$ cat src/rtl/mem_port_arbiter.sv
// mem_port_arbiter: shares one memory slave port between the instruction
// bus and the data bus. The grant is round-robin when both buses request at
// once, and only one transaction is in flight at a time. A watchdog ends a
// transaction with an error if the slave does not answer in time. Every
// output is driven straight from a register.
module mem_port_arbiter #(
    parameter int ADDR_W  = 32,
    parameter int DATA_W  = 32,
    parameter int MASK_W  = 4,
    parameter int TIMEOUT = 255
) (
    input  logic              clk,
    input  logic              rst,
    // instruction bus
    input  logic              i_req,
    input  logic              i_we,
    input  logic [ADDR_W-1:0] i_addr,
    input  logic [DATA_W-1:0] i_wdata,
    input  logic [MASK_W-1:0] i_mask,
    output logic [DATA_W-1:0] i_rdata,
    output logic              i_ready,
    output logic              i_err,
    // data bus
    input  logic              d_req,
    input  logic              d_we,
    input  logic [ADDR_W-1:0] d_addr,
    input  logic [DATA_W-1:0] d_wdata,
    input  logic [MASK_W-1:0] d_mask,
    output logic [DATA_W-1:0] d_rdata,
    output logic              d_ready,
    output logic              d_err,
    // memory slave
    output logic              mem_req,
    output logic              mem_we,
    output logic [ADDR_W-1:0] mem_addr,
    output logic [DATA_W-1:0] mem_wdata,
    output logic [MASK_W-1:0] mem_mask,
    input  logic [DATA_W-1:0] mem_rdata,
    input  logic              mem_ready
);

    // The counter only has to reach TIMEOUT-1.
    localparam int CNT_W = (TIMEOUT > 1) ? $clog2(TIMEOUT) : 1;

    typedef enum logic [1:0] {
        ST_IDLE = 2'd0,
        ST_BUSY = 2'd1,
        ST_RESP = 2'd2
    } state_e;

    typedef enum logic {
        OWN_I = 1'b0,
        OWN_D = 1'b1
    } owner_e;

    state_e             state_q, state_d;
    // The owner of the current transaction doubles as last_grant. Both are
    // written only on a grant, and both get the same value there.
    owner_e             owner_q, owner_d;
    logic [CNT_W-1:0]   cnt_q, cnt_d;

    logic               mem_req_q, mem_req_d;
    logic               mem_we_q, mem_we_d;
    logic [ADDR_W-1:0]  mem_addr_q, mem_addr_d;
    logic [DATA_W-1:0]  mem_wdata_q, mem_wdata_d;
    logic [MASK_W-1:0]  mem_mask_q, mem_mask_d;

    logic               i_ready_q, i_ready_d;
    logic               i_err_q, i_err_d;
    logic [DATA_W-1:0]  i_rdata_q, i_rdata_d;
    logic               d_ready_q, d_ready_d;
    logic               d_err_q, d_err_d;
    logic [DATA_W-1:0]  d_rdata_q, d_rdata_d;

    logic               grant_any;
    logic               grant_dbus;
    logic               expire;
    logic               done;
    logic [DATA_W-1:0]  resp_rdata;

    assign grant_any  = i_req | d_req;
    // On a tie the grant goes to dbus when ibus won last time.
    assign grant_dbus = d_req & (~i_req | (owner_q == OWN_I));
    assign expire     = (cnt_q == CNT_W'(TIMEOUT - 1));
    assign done       = mem_ready | expire;
    // A slave answer wins over expiry. A write or a timeout returns zero data.
    assign resp_rdata = (mem_ready && !mem_we_q) ? mem_rdata : '0;

    // State register
    always_ff @(posedge clk or negedge rst) begin
        if (!rst) state_q <= ST_IDLE;
        else      state_q <= state_d;
    end

    // Next-state logic
    always_comb begin
        state_d = state_q;
        unique case (state_q)
            ST_IDLE: if (grant_any) state_d = ST_BUSY;
            ST_BUSY: if (done)      state_d = ST_RESP;
            ST_RESP:                state_d = ST_IDLE;
            default:                state_d = ST_IDLE;
        endcase
    end

    // Next values of the output and datapath registers
    always_comb begin
        owner_d     = owner_q;
        cnt_d       = cnt_q;
        mem_req_d   = mem_req_q;
        mem_we_d    = mem_we_q;
        mem_addr_d  = mem_addr_q;
        mem_wdata_d = mem_wdata_q;
        mem_mask_d  = mem_mask_q;
        i_ready_d   = 1'b0;
        i_err_d     = 1'b0;
        i_rdata_d   = '0;
        d_ready_d   = 1'b0;
        d_err_d     = 1'b0;
        d_rdata_d   = '0;
        unique case (state_q)
            ST_IDLE: begin
                if (grant_any) begin
                    mem_req_d = 1'b1;
                    cnt_d     = '0;
                    if (grant_dbus) begin
                        owner_d     = OWN_D;
                        mem_we_d    = d_we;
                        mem_addr_d  = d_addr;
                        mem_wdata_d = d_wdata;
                        mem_mask_d  = d_mask;
                    end else begin
                        owner_d     = OWN_I;
                        mem_we_d    = i_we;
                        mem_addr_d  = i_addr;
                        mem_wdata_d = i_wdata;
                        mem_mask_d  = i_mask;
                    end
                end
            end
            ST_BUSY: begin
                if (done) begin
                    mem_req_d   = 1'b0;
                    mem_we_d    = 1'b0;
                    mem_addr_d  = '0;
                    mem_wdata_d = '0;
                    mem_mask_d  = '0;
                    if (owner_q == OWN_D) begin
                        d_ready_d = 1'b1;
                        d_err_d   = ~mem_ready;
                        d_rdata_d = resp_rdata;
                    end else begin
                        i_ready_d = 1'b1;
                        i_err_d   = ~mem_ready;
                        i_rdata_d = resp_rdata;
                    end
                end else begin
                    cnt_d = cnt_q + CNT_W'(1);
                end
            end
            default: ;
        endcase
    end

    // Output and datapath registers
    always_ff @(posedge clk or negedge rst) begin
        if (!rst) begin
            owner_q     <= OWN_I;
            cnt_q       <= '0;
            mem_req_q   <= 1'b0;
            mem_we_q    <= 1'b0;
            mem_addr_q  <= '0;
            mem_wdata_q <= '0;
            mem_mask_q  <= '0;
            i_ready_q   <= 1'b0;
            i_err_q     <= 1'b0;
            i_rdata_q   <= '0;
            d_ready_q   <= 1'b0;
            d_err_q     <= 1'b0;
            d_rdata_q   <= '0;
        end else begin
            owner_q     <= owner_d;
            cnt_q       <= cnt_d;
            mem_req_q   <= mem_req_d;
            mem_we_q    <= mem_we_d;
            mem_addr_q  <= mem_addr_d;
            mem_wdata_q <= mem_wdata_d;
            mem_mask_q  <= mem_mask_d;
            i_ready_q   <= i_ready_d;
            i_err_q     <= i_err_d;
            i_rdata_q   <= i_rdata_d;
            d_ready_q   <= d_ready_d;
            d_err_q     <= d_err_d;
            d_rdata_q   <= d_rdata_d;
        end
    end

    assign mem_req   = mem_req_q;
    assign mem_we    = mem_we_q;
    assign mem_addr  = mem_addr_q;
    assign mem_wdata = mem_wdata_q;
    assign mem_mask  = mem_mask_q;
    assign i_ready   = i_ready_q;
    assign i_err     = i_err_q;
    assign i_rdata   = i_rdata_q;
    assign d_ready   = d_ready_q;
    assign d_err     = d_err_q;
    assign d_rdata   = d_rdata_q;

endmodule

$ cat config.mk
export PLATFORM = sky130hd
export DESIGN_NAME = mem_port_arbiter
export DESIGN_NICKNAME = d
export VERILOG_FILES = /design/src/rtl/mem_port_arbiter.sv
export SDC_FILE = /design/constraint.sdc
export NUM_CORES = 1
export LEC_CHECK = 0
export BUFFER_PORTS_ARGS = -buffer_cell sky130_fd_sc_hd__buf_2
export CORE_MARGIN = 2
export CORE_UTILIZATION = 38
export DETAILED_ROUTE_END_ITERATION = 7
export PLACE_DENSITY = 0.69
export SYNTH_ARGS = -nofsm -noshare
export SYNTH_HDL_FRONTEND = slang
export SYNTH_SLANG_ARGS = --single-unit
$ cat constraint.sdc
create_clock -name clk -period 3.82 [get_ports clk]
set_input_delay 0.191 -clock clk [delete_from_list [all_inputs] [get_ports clk]]
set_output_delay 0.191 -clock clk [all_outputs]
set_load 0.02 [all_outputs]
* Word level (Yosys, flattened, before mapping)
Index checks and enable logic that the tools add are counted.
** Storage, ports and cells
- Output and inout port bits :: 138
- Bits in registers :: 149
- Input port bits :: 175
** Operators by class
- Muxes and demuxes :: 43
- Equal/unequal tests :: 5
- Bitwise gates (word level) :: 7
- Add/subtract/negate cells :: 1
- Reductions and logical operators :: 8
** Operators with widths (number)
- 32-bit 2-to-1 mux :: 12
- 32-bit case mux with 2 select lines :: 2
- 1-bit 2-to-1 mux :: 17
- 8-bit 2-to-1 mux :: 2
- 8-bit case mux with 2 select lines :: 1
- 4-bit 2-to-1 mux :: 3
- 8-bit by 1-bit adder with 8-bit output, second input constant :: 1
- 8-bit == test, second input constant :: 1
- 4-bit case mux with 2 select lines :: 1
- 2-bit != test, second input constant :: 3
- 3-bit AND reduction :: 2
- 2-bit 2-to-1 mux :: 2
- 1-bit case mux with 2 select lines :: 2
- 2-bit case mux with 2 select lines :: 1
- 2-bit AND reduction :: 2
- 1-bit inverter :: 3
- 1-bit OR :: 3
- 2-bit by 1-bit == test with 1-bit output, second input constant :: 1
- 2-bit zero test :: 1
- 2-bit nonzero test :: 1
- 1-bit AND :: 1
- 1-bit logical AND :: 1
- 1-bit zero test :: 1

* Longest topological paths before layout
- Depth in word-level cells :: 6
- Depth in mapped cells :: 9
- Gate-level depth less buffers :: 7

* Worst setup path before layout
No wires, ideal clock.
- Path type :: register -> register
- Start point :: register cnt_q[0]
- End point :: register cnt_q[5]
- Required time :: 3696 ps
- Path slack :: 1997 ps
- Arrival :: 1699 ps
- Cell stages (with the launch flop) :: 7
- Cells stage by stage :: dfrtp_1 > inv_1 > ha_1 > and4_1 > a211o_1 > and2_1 > a211o_1
** Between the ends
- Longest elaborated chain between the ends :: 4
** Ends and longest elaborated chain
- start: declaration :: RTL line 60 : logic [CNT_W-1:0] cnt_q, cnt_d;
- start signal: assignment :: RTL line 183 : cnt_q <= cnt_d;
- branches (longest 4 deep; another with 8-bit by 1-bit adder with 8-bit output)
Parallel ways; which one is timed is not known. The select of a mux whose other input is x is not followed.
A chain may end at the register's enable or synchronous reset.

* Worst setup path in the final report
- Start point :: register cnt_q[0]
- End point :: register mem_wdata_q[25], in the netlist mem_wdata[25]
** Between the ends
- Longest elaborated chain between the ends :: 4
** Ends and longest elaborated chain
- 8-bit == test :: RTL line 84 : assign expire = (cnt_q == CNT_W'(TIMEOUT - 1));
- 1-bit OR :: RTL line 85 : assign done = mem_ready | expire;
- 2-bit != test (no source line)
- 3-bit AND reduction (no source line)
- end signal: assignment :: RTL line 187 : mem_wdata_q <= mem_wdata_d;
- end: declaration :: RTL line 65 : logic [DATA_W-1:0] mem_wdata_q, mem_wdata_d;
No other way between the ends.

==> results_dict.tcl <==
set metrics [dict create \
    synth_top_cell_area_share_pct 61.8 \
    synth_edf_count 0 \
    synth_top_family_by_area "compound AO/OA/AOI/OAI gates" \
    die_h_um 130 \
    cap_violations 0 \
    nNetsFinal 937 \
    vias 4900 \
    startpoint "cnt_q[0]$_DFFE_PN0P_" \
    dp_slack_ns 1.36 \
    h-tree-depth 4 \
    grtUsageTotal_pct 19.3 \
    yosysTopAreaCell "dfrtp_1" \
    slew_headroom_pct 40.6 \
    hold_viol 0 \
    cts_tree "yes" \
    yosys_most_used_dff "dfrtp_1" \
    setup_tns_ns 0 \
    ys_seq_elements 149 \
    hp-class "in2reg" \
    viasPerCell 4.95 \
    synth-compound-area-share_pct 14.1 \
    synthArstFlopShare_pct 100 \
    synth_fa_ha_area_share_pct 0.415 \
    grt_pass1_vias 4975 \
    first_pass_iters 4 \
    synth_common_cells "dfrtp_1 (149), mux2i_1 (69), and3_1 (67), o2bb2ai_1 (59), clkbuf_1 (18)" \
    grt_pass1_wl_mm 25.2 \
    final.period_utilization_pct 64.7 \
    synth_area_per_cell_um2 13.6 \
    core-area_um2 15700 \
    cp.required_ns 4.14 \
    final.setup_skew_ns 0.0106 \
    synthXorXnorAreaFrac_pct 0 \
    pin_count 313 \
    num_rows 46 \
    syn2layout_area_growth_pct 41.4 \
    wl_per_cell_um 17.2 \
    tightest_slew_ns 0.889 \
    clk_pin_slew_ns 0.07 \
    syn_area_um2 6030 \
    yosysMostFrequentCell "dfrtp_1" \
    synthCells 443 \
    cpPeakStageDelay_ns 0.70 \
    gr-total-overflow 0 \
    peakVddDrop_v 0.000333 \
    finalCriticalPeriod_ns 2.47 \
    timing.fmax_mhz 404 \
    die_w_um 130 \
    yosys_warnings 0 \
    numCtsBuffers 17 \
    cts_hold_buf 17 \
    startpoint_type "register" \
    status "complete, no violations" \
    slowest_stage "o21a_2" \
    p_leak_nw 4.75 \
    clk_latency_ns 0.42 \
    final.setup.worst_slack_ns 1.35 \
    port_buffers 312 \
    drive_above_1_share_pct 47.9 \
    arrival_ns 2.79 \
    start_util_pct 38.4 \
    cp_cell_sequence "inv_1 > ha_1 > and4_1 > a21oi_4 > o21a_2 > buf_12 > o2bb2ai_1" \
    antenna_found_initial 2 \
    cts_root_buf "clkbuf_16" \
    hp-start "mem_rdata[3]" \
    crit_type "reg2reg" \
    detail_route.iter0.violations 173 \
    muxShareOfSynthArea_pct 11.4 \
    p_total_mw 6.00 \
    die-area_um2 16900 \
    power_density_nw_per_um2 703 \
    end_kind "register" \
    routabilityCongestion 0.774 \
    slew_viol_final 0 \
    rsz0062_at_grt "false" \
    antenna_left 0 \
    ctsResizeCount 0 \
    clock_path_buffers 2 \
    synth_area_leaders "dfrtp_1 (62%), mux2i_1 (11%), o2bb2ai_1 (8.6%)" \
    drc_errors 0 \
    hpwl_mm 12.2 \
    cts_num_sinks 149 \
    synth-simple-area-share_pct 8.96 \
    finalSetupViolations 0 \
    cp_max_fo 39 \
    routed_wl_mm 17.1 \
    synth_fp_nets 620 \
    synth_cell_types 33 \
    reg2reg_from "cnt_q[0]$_DFFE_PN0P_" \
    cts_setup_buffers 0 \
    yosysSeqAreaShare_pct 61.8 \
    grt_max_degree 88 \
]
[worst max-delay path: cells and delay by family, from the launching register on]
family                   cells  cell delay [ns]
flip-flops                   1             0.45
buffers and inverters        2             0.37
AND/OR/NAND/NOR              1             0.25
adder cells (fa/ha/maj)      1             0.19
AO/OA/AOI/OAI                3             1.12
[cell usage in the layout, fill, tap and decap left out, types with 4 or more instances in the layout]
master and n:
a211o_1 4, and3_1 67, buf_2 311, buf_4 6
clkbuf_16 17, dfrtp_1 149, dlygate4sd3_1 17, inv_6 7
inv_8 4, mux2i_1 69, nand3_1 5, o2bb2ai_1 59
o2bb2ai_2 10
[layer usage]
metal / vias up / track usage, % / share of wire (%) / routed length, um
met4: 2 / 5.88 / 1.1 / 191
met5: - / 0 / 0.076 / 13
li1: 2290 / - / - / -
met2: 209 / 33.4 / 50 / 8520
met1: 2385 / 22.0 / 40 / 6820
met3: 14 / 8.00 / 8.9 / 1520
[where the power goes]
| group | switching [mW] | internal [mW] |
|---|---|---|
| clock network | 0.725 | 0.881 |
| logic | 1.38 | 0.772 |
| registers | 0.254 | 1.99 |
| total | 2.36 | 3.64 |
[cells by family after synthesis]
family	count (synthesis)
compound gates	93
simple gates	88
fa+ha+maj	2
buf+inv	42
mux	69
flops	149
[flip-flops by register name (all words and copies together) (netlist names)]
name / flops
i_ready: 1
mem_mask: 4
mem_addr: 32
i_rdata: 32
mem_req: 1
d_ready: 1
i_err: 1
mem_we: 1
d_err: 1
cnt_q: 8
owner_q: 1
mem_wdata: 32
state_q: 2
d_rdata: 32
[path summary, 6_finish.rpt]
kind | depth (start not counted) | slack, ns | endpoint
min in group asynchronous | 2 | 0.42 | d_rdata[4]$_DFF_PN0_
max in group asynchronous | 3 | 2.42 | i_rdata[30]$_DFF_PN0_
worst min register to register | 1 | 0.48 | mem_wdata[15]$_DFFE_PN0P_
worst max-delay path | 7 | 1.35 | mem_wdata[25]$_DFFE_PN0P_
worst max register to register | 7 | 1.35 | mem_wdata[25]$_DFFE_PN0P_
worst min-delay path | 2 | 0.02 | i_rdata[3]$_DFF_PN0_
[layout make-up]
class / instances / area (um2)
Fill cell: 1350 / 7180
Sequential cell: 149 / 3730
Multi-Input combinational cell: 252 / 2130
Timing Repair Buffer: 337 / 1820
Clock buffer: 18 / 439
Tap cell: 216 / 270
Clock inverter: 14 / 129
Inverter: 3 / 11.3
Antenna cell: 1 / 2.50
[through the flow]
step / cell area [um2] / util, % / hold slack [ns] / instances
6_report: 8530 / 54.3 / 0.0241 / 990
5_1_grt: 8530 / 54.3 / 0.00272 / 989
4_1_cts: 8530 / 54.3 / 0.00149 / 989
3_5_place_dp: 7790 / 49.6 / 0.309 / 940
3_3_place_gp: 7790 / 49.6 / 0.295 / 940
2_1_floorplan: 6030 / - / -0.105 / 443
Power figures use the tool's default switching activity.
